$ cat src/rtl/sint_out_rr_arb_pkg.sv
// ---------------------------------------------------------------------------
// sint_out_rr_arb_pkg
// Shared ray-tracer definitions used by the scene-intersection output merge:
//   pixel_buffer_entry_t  - entry format written into the pixel-buffer FIFO
//   NUM_PIXELS_DEFAULT    - writes per frame (640x480)
//   CNT_W_DEFAULT         - frame counter width (2^19 >= 307200)
//   SRC_TF/SRC_SSF/SRC_SSH- source indices on the merge arbiter
//   rr_add / rr_next      - modulo-3 index helpers for rotating selection
// ---------------------------------------------------------------------------
package sint_out_rr_arb_pkg;

  typedef struct packed {
    logic [9:0]  x;
    logic [8:0]  y;
    logic [23:0] rgb;
  } pixel_buffer_entry_t;

  localparam int NUM_PIXELS_DEFAULT = 307200;
  localparam int CNT_W_DEFAULT      = 19;
  localparam int NUM_SRC            = 3;

  localparam logic [1:0] SRC_TF  = 2'd0;
  localparam logic [1:0] SRC_SSF = 2'd1;
  localparam logic [1:0] SRC_SSH = 2'd2;

  // (base + ofs) mod 3. A base of 3 (never produced by rr_next) still folds
  // back into 0..2 so a corrupted pointer cannot select a non-existent source.
  function automatic logic [1:0] rr_add(input logic [1:0] base, input logic [1:0] ofs);
    logic [2:0] sum;
    sum = {1'b0, base} + {1'b0, ofs};
    if (sum >= 3'd3) begin
      sum = sum - 3'd3;
    end
    return sum[1:0];
  endfunction

  // Pointer position just after the given source, wrapping 2 -> 0.
  function automatic logic [1:0] rr_next(input logic [1:0] idx);
    return (idx == SRC_SSH) ? SRC_TF : idx + 2'd1;
  endfunction

endpackage

$ cat src/rtl/sint_out_rr_arb_if.sv
// ---------------------------------------------------------------------------
// sint_out_rr_arb_if
// Bundles the three source streams and the pixel-buffer write port.
//   src_valid/src_data/src_stall : per-source handshake (bit 0 tf, 1 ssf, 2 ssh)
//   pb_full/pb_we/pb_data        : pixel-buffer FIFO write port
//   grant                        : source written this cycle (valid with pb_we)
//   frame_done/pix_count         : frame progress towards the camera controller
// modport master : the arbiter side
// modport slave  : the environment (sources + FIFO + frame handler)
// ---------------------------------------------------------------------------
interface sint_out_rr_arb_if #(
  parameter int DATA_W = $bits(sint_out_rr_arb_pkg::pixel_buffer_entry_t),
  parameter int CNT_W  = sint_out_rr_arb_pkg::CNT_W_DEFAULT
);

  logic [2:0]             src_valid;
  logic [2:0][DATA_W-1:0] src_data;
  logic [2:0]             src_stall;
  logic                   pb_full;
  logic                   pb_we;
  logic [DATA_W-1:0]      pb_data;
  logic [1:0]             grant;
  logic                   frame_done;
  logic [CNT_W-1:0]       pix_count;

  modport master (
    input  src_valid, src_data, pb_full,
    output src_stall, pb_we, pb_data, grant, frame_done, pix_count
  );

  modport slave (
    output src_valid, src_data, pb_full,
    input  src_stall, pb_we, pb_data, grant, frame_done, pix_count
  );

endinterface

$ cat src/rtl/sint_out_rr_arb_rr_sel3.sv
// ---------------------------------------------------------------------------
// rr_sel3
// Combinational 3-way rotating priority select: returns the first requesting
// index found when scanning upward (mod 3) from ptr_i.
//   req_i [2:0] : request mask
//   ptr_i [1:0] : highest-priority index
//   idx_o [1:0] : selected index (0 when nothing requests)
//   any_o       : at least one request present
// ---------------------------------------------------------------------------
module rr_sel3
  import sint_out_rr_arb_pkg::*;
(
  input  logic [2:0] req_i,
  input  logic [1:0] ptr_i,
  output logic [1:0] idx_o,
  output logic       any_o
);

  // cand[k] is the index examined at priority rank k.
  logic [1:0] cand [3];

  for (genvar gi = 0; gi < 3; gi++) begin : g_cand
    assign cand[gi] = rr_add(ptr_i, 2'(gi));
  end

  always_comb begin
    idx_o = 2'd0;
    any_o = 1'b0;
    if (req_i[cand[0]]) begin
      idx_o = cand[0];
      any_o = 1'b1;
    end else if (req_i[cand[1]]) begin
      idx_o = cand[1];
      any_o = 1'b1;
    end else if (req_i[cand[2]]) begin
      idx_o = cand[2];
      any_o = 1'b1;
    end
  end

endmodule

$ cat src/rtl/sint_out_rr_arb.sv
// ---------------------------------------------------------------------------
// sint_out_rr_arb
// Merges the tf, ssf and ssh scene-intersection streams into the single
// pixel-buffer FIFO write port. Each source owns a one-entry holding register;
// full holds are drained in round-robin order whenever the FIFO is not full.
// A per-frame write counter pulses frame_done on the last write of a frame.
//   clk   : system clock
//   rst_b : asynchronous active-low reset (clears holds, pointer, count)
//   bus   : sint_out_rr_arb_if.master (source handshakes, FIFO port, frame)
// Parameters: DATA_W payload width, NUM_PIXELS writes per frame,
//             CNT_W counter width (2^CNT_W must be >= NUM_PIXELS).
// ---------------------------------------------------------------------------
module sint_out_rr_arb
  import sint_out_rr_arb_pkg::*;
#(
  parameter int DATA_W     = $bits(pixel_buffer_entry_t),
  parameter int NUM_PIXELS = NUM_PIXELS_DEFAULT,
  parameter int CNT_W      = CNT_W_DEFAULT
) (
  input logic               clk,
  input logic               rst_b,
  sint_out_rr_arb_if.master bus
);

  localparam logic [CNT_W-1:0] LAST_PIX = CNT_W'(NUM_PIXELS - 1);

  logic [DATA_W-1:0] hold_data_q [NUM_SRC];
  logic [2:0]        hold_v_q, hold_v_d;
  logic [1:0]        rr_ptr_q, rr_ptr_d;
  logic [CNT_W-1:0]  pix_count_q, pix_count_d;

  logic [1:0]        sel_idx;
  logic              sel_any;
  logic              pb_we;
  logic [1:0]        grant;
  logic              frame_done;
  logic [DATA_W-1:0] pb_data;
  logic [2:0]        drain;
  logic [2:0]        stall;
  logic [2:0]        xfer;

  // ---- arbitration -------------------------------------------------------
  rr_sel3 u_sel (
    .req_i (hold_v_q),
    .ptr_i (rr_ptr_q),
    .idx_o (sel_idx),
    .any_o (sel_any)
  );

  // pb_full gates the write combinationally so the FIFO never sees a write
  // while full.
  assign pb_we = sel_any & ~bus.pb_full;
  assign grant = pb_we ? sel_idx : 2'd0;

  always_comb begin
    pb_data = hold_data_q[0];
    case (sel_idx)
      SRC_SSF: pb_data = hold_data_q[1];
      SRC_SSH: pb_data = hold_data_q[2];
      default: pb_data = hold_data_q[0];
    endcase
  end

  // ---- per-source hold control ------------------------------------------
  for (genvar gi = 0; gi < NUM_SRC; gi++) begin : g_src
    assign drain[gi] = pb_we & (grant == 2'(gi));
    // A hold that is being written this cycle can take a new entry, which
    // lets a lone source stream at one entry per cycle.
    assign stall[gi] = hold_v_q[gi] & ~drain[gi];
    assign xfer[gi]  = bus.src_valid[gi] & ~stall[gi];
    // Refill wins over drain so drain+refill keeps the hold valid.
    assign hold_v_d[gi] = xfer[gi]  ? 1'b1 :
                          drain[gi] ? 1'b0 : hold_v_q[gi];
  end

  // Payload registers carry no reset; hold_v_q qualifies them.
  always_ff @(posedge clk) begin
    for (int i = 0; i < NUM_SRC; i++) begin
      if (xfer[i]) begin
        hold_data_q[i] <= bus.src_data[i];
      end
    end
  end

  // ---- pointer and frame counter ----------------------------------------
  assign rr_ptr_d   = pb_we ? rr_next(grant) : rr_ptr_q;
  assign frame_done = pb_we & (pix_count_q == LAST_PIX);

  always_comb begin
    pix_count_d = pix_count_q;
    if (pb_we) begin
      pix_count_d = frame_done ? '0 : pix_count_q + CNT_W'(1);
    end
  end

  always_ff @(posedge clk or negedge rst_b) begin
    if (!rst_b) begin
      hold_v_q    <= '0;
      rr_ptr_q    <= SRC_TF;
      pix_count_q <= '0;
    end else begin
      hold_v_q    <= hold_v_d;
      rr_ptr_q    <= rr_ptr_d;
      pix_count_q <= pix_count_d;
    end
  end

  // ---- outputs -----------------------------------------------------------
  assign bus.src_stall  = stall;
  assign bus.pb_we      = pb_we;
  assign bus.pb_data    = pb_data;
  assign bus.grant      = grant;
  assign bus.frame_done = frame_done;
  assign bus.pix_count  = pix_count_q;

endmodule

$ cat src/flat_wrapper.sv
// flat-port wrapper written by rule: the top's interface ports become plain ports
module sint_out_rr_arb_flat import sint_out_rr_arb_pkg::*;
#(
  parameter int DATA_W     = $bits(pixel_buffer_entry_t),
  parameter int NUM_PIXELS = NUM_PIXELS_DEFAULT,
  parameter int CNT_W      = CNT_W_DEFAULT
)
  (clk, rst_b, bus_src_valid, bus_src_data, bus_pb_full, bus_src_stall, bus_pb_we, bus_pb_data, bus_grant, bus_frame_done, bus_pix_count);
  sint_out_rr_arb_if #(.DATA_W(DATA_W), .CNT_W(CNT_W)) bus_i ();
  input logic clk;
  input logic rst_b;
  input wire logic [$bits(bus_i.src_valid)-1:0] bus_src_valid;
  input wire logic [$bits(bus_i.src_data)-1:0] bus_src_data;
  input wire logic [$bits(bus_i.pb_full)-1:0] bus_pb_full;
  output wire logic [$bits(bus_i.src_stall)-1:0] bus_src_stall;
  output wire logic [$bits(bus_i.pb_we)-1:0] bus_pb_we;
  output wire logic [$bits(bus_i.pb_data)-1:0] bus_pb_data;
  output wire logic [$bits(bus_i.grant)-1:0] bus_grant;
  output wire logic [$bits(bus_i.frame_done)-1:0] bus_frame_done;
  output wire logic [$bits(bus_i.pix_count)-1:0] bus_pix_count;
  assign bus_i.src_valid = bus_src_valid;
  assign bus_i.src_data = bus_src_data;
  assign bus_i.pb_full = bus_pb_full;
  assign bus_src_stall = bus_i.src_stall;
  assign bus_pb_we = bus_i.pb_we;
  assign bus_pb_data = bus_i.pb_data;
  assign bus_grant = bus_i.grant;
  assign bus_frame_done = bus_i.frame_done;
  assign bus_pix_count = bus_i.pix_count;
  sint_out_rr_arb #(.DATA_W(DATA_W), .NUM_PIXELS(NUM_PIXELS), .CNT_W(CNT_W)) u_core (.clk(clk), .rst_b(rst_b), .bus(bus_i));
endmodule
$ cat config.mk
export PLATFORM = sky130hd
export DESIGN_NAME = sint_out_rr_arb_flat
export DESIGN_NICKNAME = d
export VERILOG_FILES = /design/src/rtl/sint_out_rr_arb_pkg.sv /design/src/rtl/sint_out_rr_arb_if.sv /design/src/rtl/sint_out_rr_arb_rr_sel3.sv /design/src/rtl/sint_out_rr_arb.sv /design/src/flat_wrapper.sv
export SDC_FILE = /design/constraint.sdc
export NUM_CORES = 1
export LEC_CHECK = 0
export CORE_MARGIN = 1.5
export CORE_UTILIZATION = 46
export CTS_CLUSTER_DIAMETER = 200
export DETAILED_ROUTE_END_ITERATION = 10
export PLACE_DENSITY = 0.92
export SLEW_MARGIN = 30
export SYNTH_ARGS = -nofsm -noshare
export SYNTH_HDL_FRONTEND = slang
export SYNTH_HIERARCHICAL = 1
export SYNTH_SLANG_ARGS = --single-unit
$ cat constraint.sdc
create_clock -name clk -period 4.2 [get_ports clk]
set_input_delay 0.84 -clock clk [delete_from_list [all_inputs] [get_ports clk]]
set_output_delay 0.84 -clock clk [all_outputs]
set_load 0.05 [all_outputs]
==> metrics.md <==
| Metric | Value |
|---|---|
| Status | finished clean |
| Post-synth top cells | edfxtp_1, nand2_1, o21ai_0, a22oi_1, dfrtp_1 |
| Largest family of logic cells by synthesized area | compound AO/OA/AOI/OAI gates |
| Gpl congestion | 0.857 |
| Final hold violations | 0 |
| CP required | 3360 ps |
| Register-to-Register Path Depth | 11 |
| Crit-path cells | inv_1 -> ha_1 -> nor2b_1 -> a2bb2oi_1 -> o211a_2 -> inv_1 -> ha_4 -> buf_4 -> o21ai_0 -> buf_12 |
| Total number of vias | 4,602 |
| Core Box Area | 13,100 um^2 |
| Minimum clock period | 4080 ps |
| Total negative setup slack | 0 ps |
| Yosys reg bits | 153 |
| Crit-path max FO | 11 |
| Die ar. | 14,000 um^2 |
| Max-Cap Viols | 0 |
| Fraction of the mapped netlist area in adder cells | 0.0122 |
| Area growth syn-to-layout | 55.6% |
| Final period utilization | 0.972 |
| Initial Util | 0.467 |
| Fin Hold WS | 400 ps |
| Post-layout net count | 790 |
| DIE WIDTH | 118 um |
| Crit path launch | u_core/rr_ptr_q[1]$_DFFE_PN0N_ |
| CP max stage cell | dfrtp_1 |
| Worst Max-Slew Pin Slew | 633 ps |
| CTS tree | built |
| Residual DRC count | 0 |
| RSZ-0062 raised after global routing | no |
| Sequential-to-total area share from yosys stat | 0.729 |
| Clock-pin slew on the worst setup and hold paths | 60 ps |
| FF-to-FF Start | u_core/rr_ptr_q[1]$_DFFE_PN0N_ |
| CTS max path bufs | 2 |
| Worst path max stage delay | 410 ps |
| Non-Filler Cell Area, Final | 9540 um^2 |
| Antenna cells | 0 |
| Fmax | 245 MHz |
| Skew final | 9.37 ps |
| GRT Total Usage | 0.248 |
| Synth Area in Compound Gates | 0.114 |
| GR Util met2 | 0.452 |
| Simple-gate share of the synthesized area | 0.0953 |
| CP Buf/Inv Count | 4 |
| Core Rows | 42 |
| Cell Area, Synth | 6130 um^2 |
| Main synth FF type | edfxtp_1 |
| Initial antenna violation count | 0 |
| Num CTS Buffers | 17 |
| XOR/XNOR share of the synthesized area | 0.0186 |
| Slew Viols, Final | 0 |
| Multi-input gate area | 1530 um^2 |
| Port Buffers | 203 |
| Vias in the first global route | 4,847 |
| Hold-fix buffers, CTS | 0 |
| Placed wire-length estimate | 11.2 mm |
| R2R setup slack | 920 ps |
| Asr flop ratio synth | 0.157 |
| ANT nets after route | 0 |
| DR iter-0 viols | 372 |
| M1 GR Usage | 0.279 |
| DRT Pass-1 Iters | 5 |
| Die Y | 118 um |
| Yosys top cell area share | 0.632 |
| Largest delay share family, worst path | compound AO/OA/AOI/OAI gates |
| Crit path to | bus_pb_data[39] |
| Setup crit end kind | output port |
| Gate Count Post-Synth | 438 |
| GR peak layer | met2 |
| H-tree level count | 4 |
| GR Util met3 | 0.0647 |
| First-pass GRT wire length | 26.1 mm |
| WL per Instance | 20.5 um |
| Fillcell total | 832 |
| Cell Area, Placed | 8820 um^2 |
| Worst-Skew Late Latency | 420 ps |
| CTS root buf | clkbuf_16 |
| Setup violators final | 0 |
| Synth top area cells | edfxtp_1, dfrtp_1, a22oi_1 |
| Largest net degree at the start of global routing | 51 |
| Kind of critical path | reg -> out |
| Sink Count | 153 |
| Avg Cell Area, Syn | 14.0 um^2 |
| Count leader, synth | edfxtp_1 |
| Vias per cell | 5.49 |
| Hold crit path type | in -> async |
| Ports | 204 |
| WP depth | 10 |
| Routed WL | 17.2 mm |
| Overflow after GRT | 0 |
| FF-to-FF End | u_core/hold_data_q[0][85]$_DFFE_PP_ |
| Layout cells sized above 1 | 0.157 |
| Post-synthesis mux area share | 0.00326 |
| Yosys warns | 6 |
| EDFF count, synth | 129 |
| Synth area leader | edfxtp_1 |
| Worst Setup Start Kind | flop |
| Storage cell area | 4470 um^2 |
| Relative slew margins | 0.578 |
| Yosys cell types | 44 |
| WP data arrival | 3240 ps |
| Syn nets | 579 |
| Most used cell, CP | inv_1 |
what timing repair did:
item,in CTS,in global routing
resized for setup,10,23
buffers inserted,1,3
pin swaps,1,1
setup endpoints to repair,42,46
metal layers:
layer,share of wire,vias to the layer above
met5,0,-
met4,0.022,0
met3,0.077,28
met2,0.54,264
met1,0.36,2246
li1,-,2064
cell type report:
cell class,instances,area share
tap,176,0.0231
multi-input combinational,247,0.160
clock inverter,15,0.0232
timing repair buffer,216,0.274
inverter,14,0.00551
sequential,153,0.469
clock buffer,17,0.0446
state kept, by name, summed over array words and instances, names as in the netlist:
register / cells
u_core/bus.pix_count: 19
u_core/hold_data_q: 129
u_core/hold_v_q: 3
u_core/rr_ptr_q: 2
worst min-delay path by stage:
stage | startpoint | cells past startpoint | endpoint | slack (ps)
6_report | rst_b | 1 | u_core/hold_v_q[1]$_DFFE_PN0P_ | 400
5_1_grt | rst_b | 1 | u_core/hold_v_q[1]$_DFFE_PN0P_ | 420
4_1_cts | rst_b | 1 | u_core/hold_v_q[1]$_DFFE_PN0P_ | 400
3_5_place_dp | u_core/rr_ptr_q[1]$_DFFE_PN0N_ | 2 | u_core/rr_ptr_q[1]$_DFFE_PN0N_ | 530
3_3_place_gp | u_core/rr_ptr_q[0]$_DFFE_PN0N_ | 2 | u_core/rr_ptr_q[0]$_DFFE_PN0N_ | 490
2_1_floorplan | u_core/rr_ptr_q[0]$_DFFE_PN0N_ | 2 | u_core/rr_ptr_q[0]$_DFFE_PN0N_ | 480
through the flow:
stage	cells	worst slack, ps	utilization
after floorplan	438	22.7	-
after global placement	802	418	0.672
after detailed placement	802	231	0.671
after CTS	835	4.20	0.723
after global routing	838	3.24	0.726
final	838	118	0.726
logic make-up after synthesis:
logic type | Yosys count
adder cells (fa/ha/maj) | 6
flip-flops | 153
XOR/XNOR | 13
AND/OR/NAND/NOR | 117
buffers and inverters | 38
AO/OA/AOI/OAI | 109
multiplexers | 2
cells in the final DEF (no fill, tap or decap), types with 13 or more instances in the layout:
master and n:
o21ai_0 26, inv_1 13, o21ai_1 24, nand2_1 60
dfrtp_1 24, clkdlybuf4s50_1 155, a22oi_1 42, buf_12 48
edfxtp_1 129, clkbuf_16 17
Power is not shown: default switching activity piles up to over one toggle a cycle in this logic, so the estimate is an artifact.
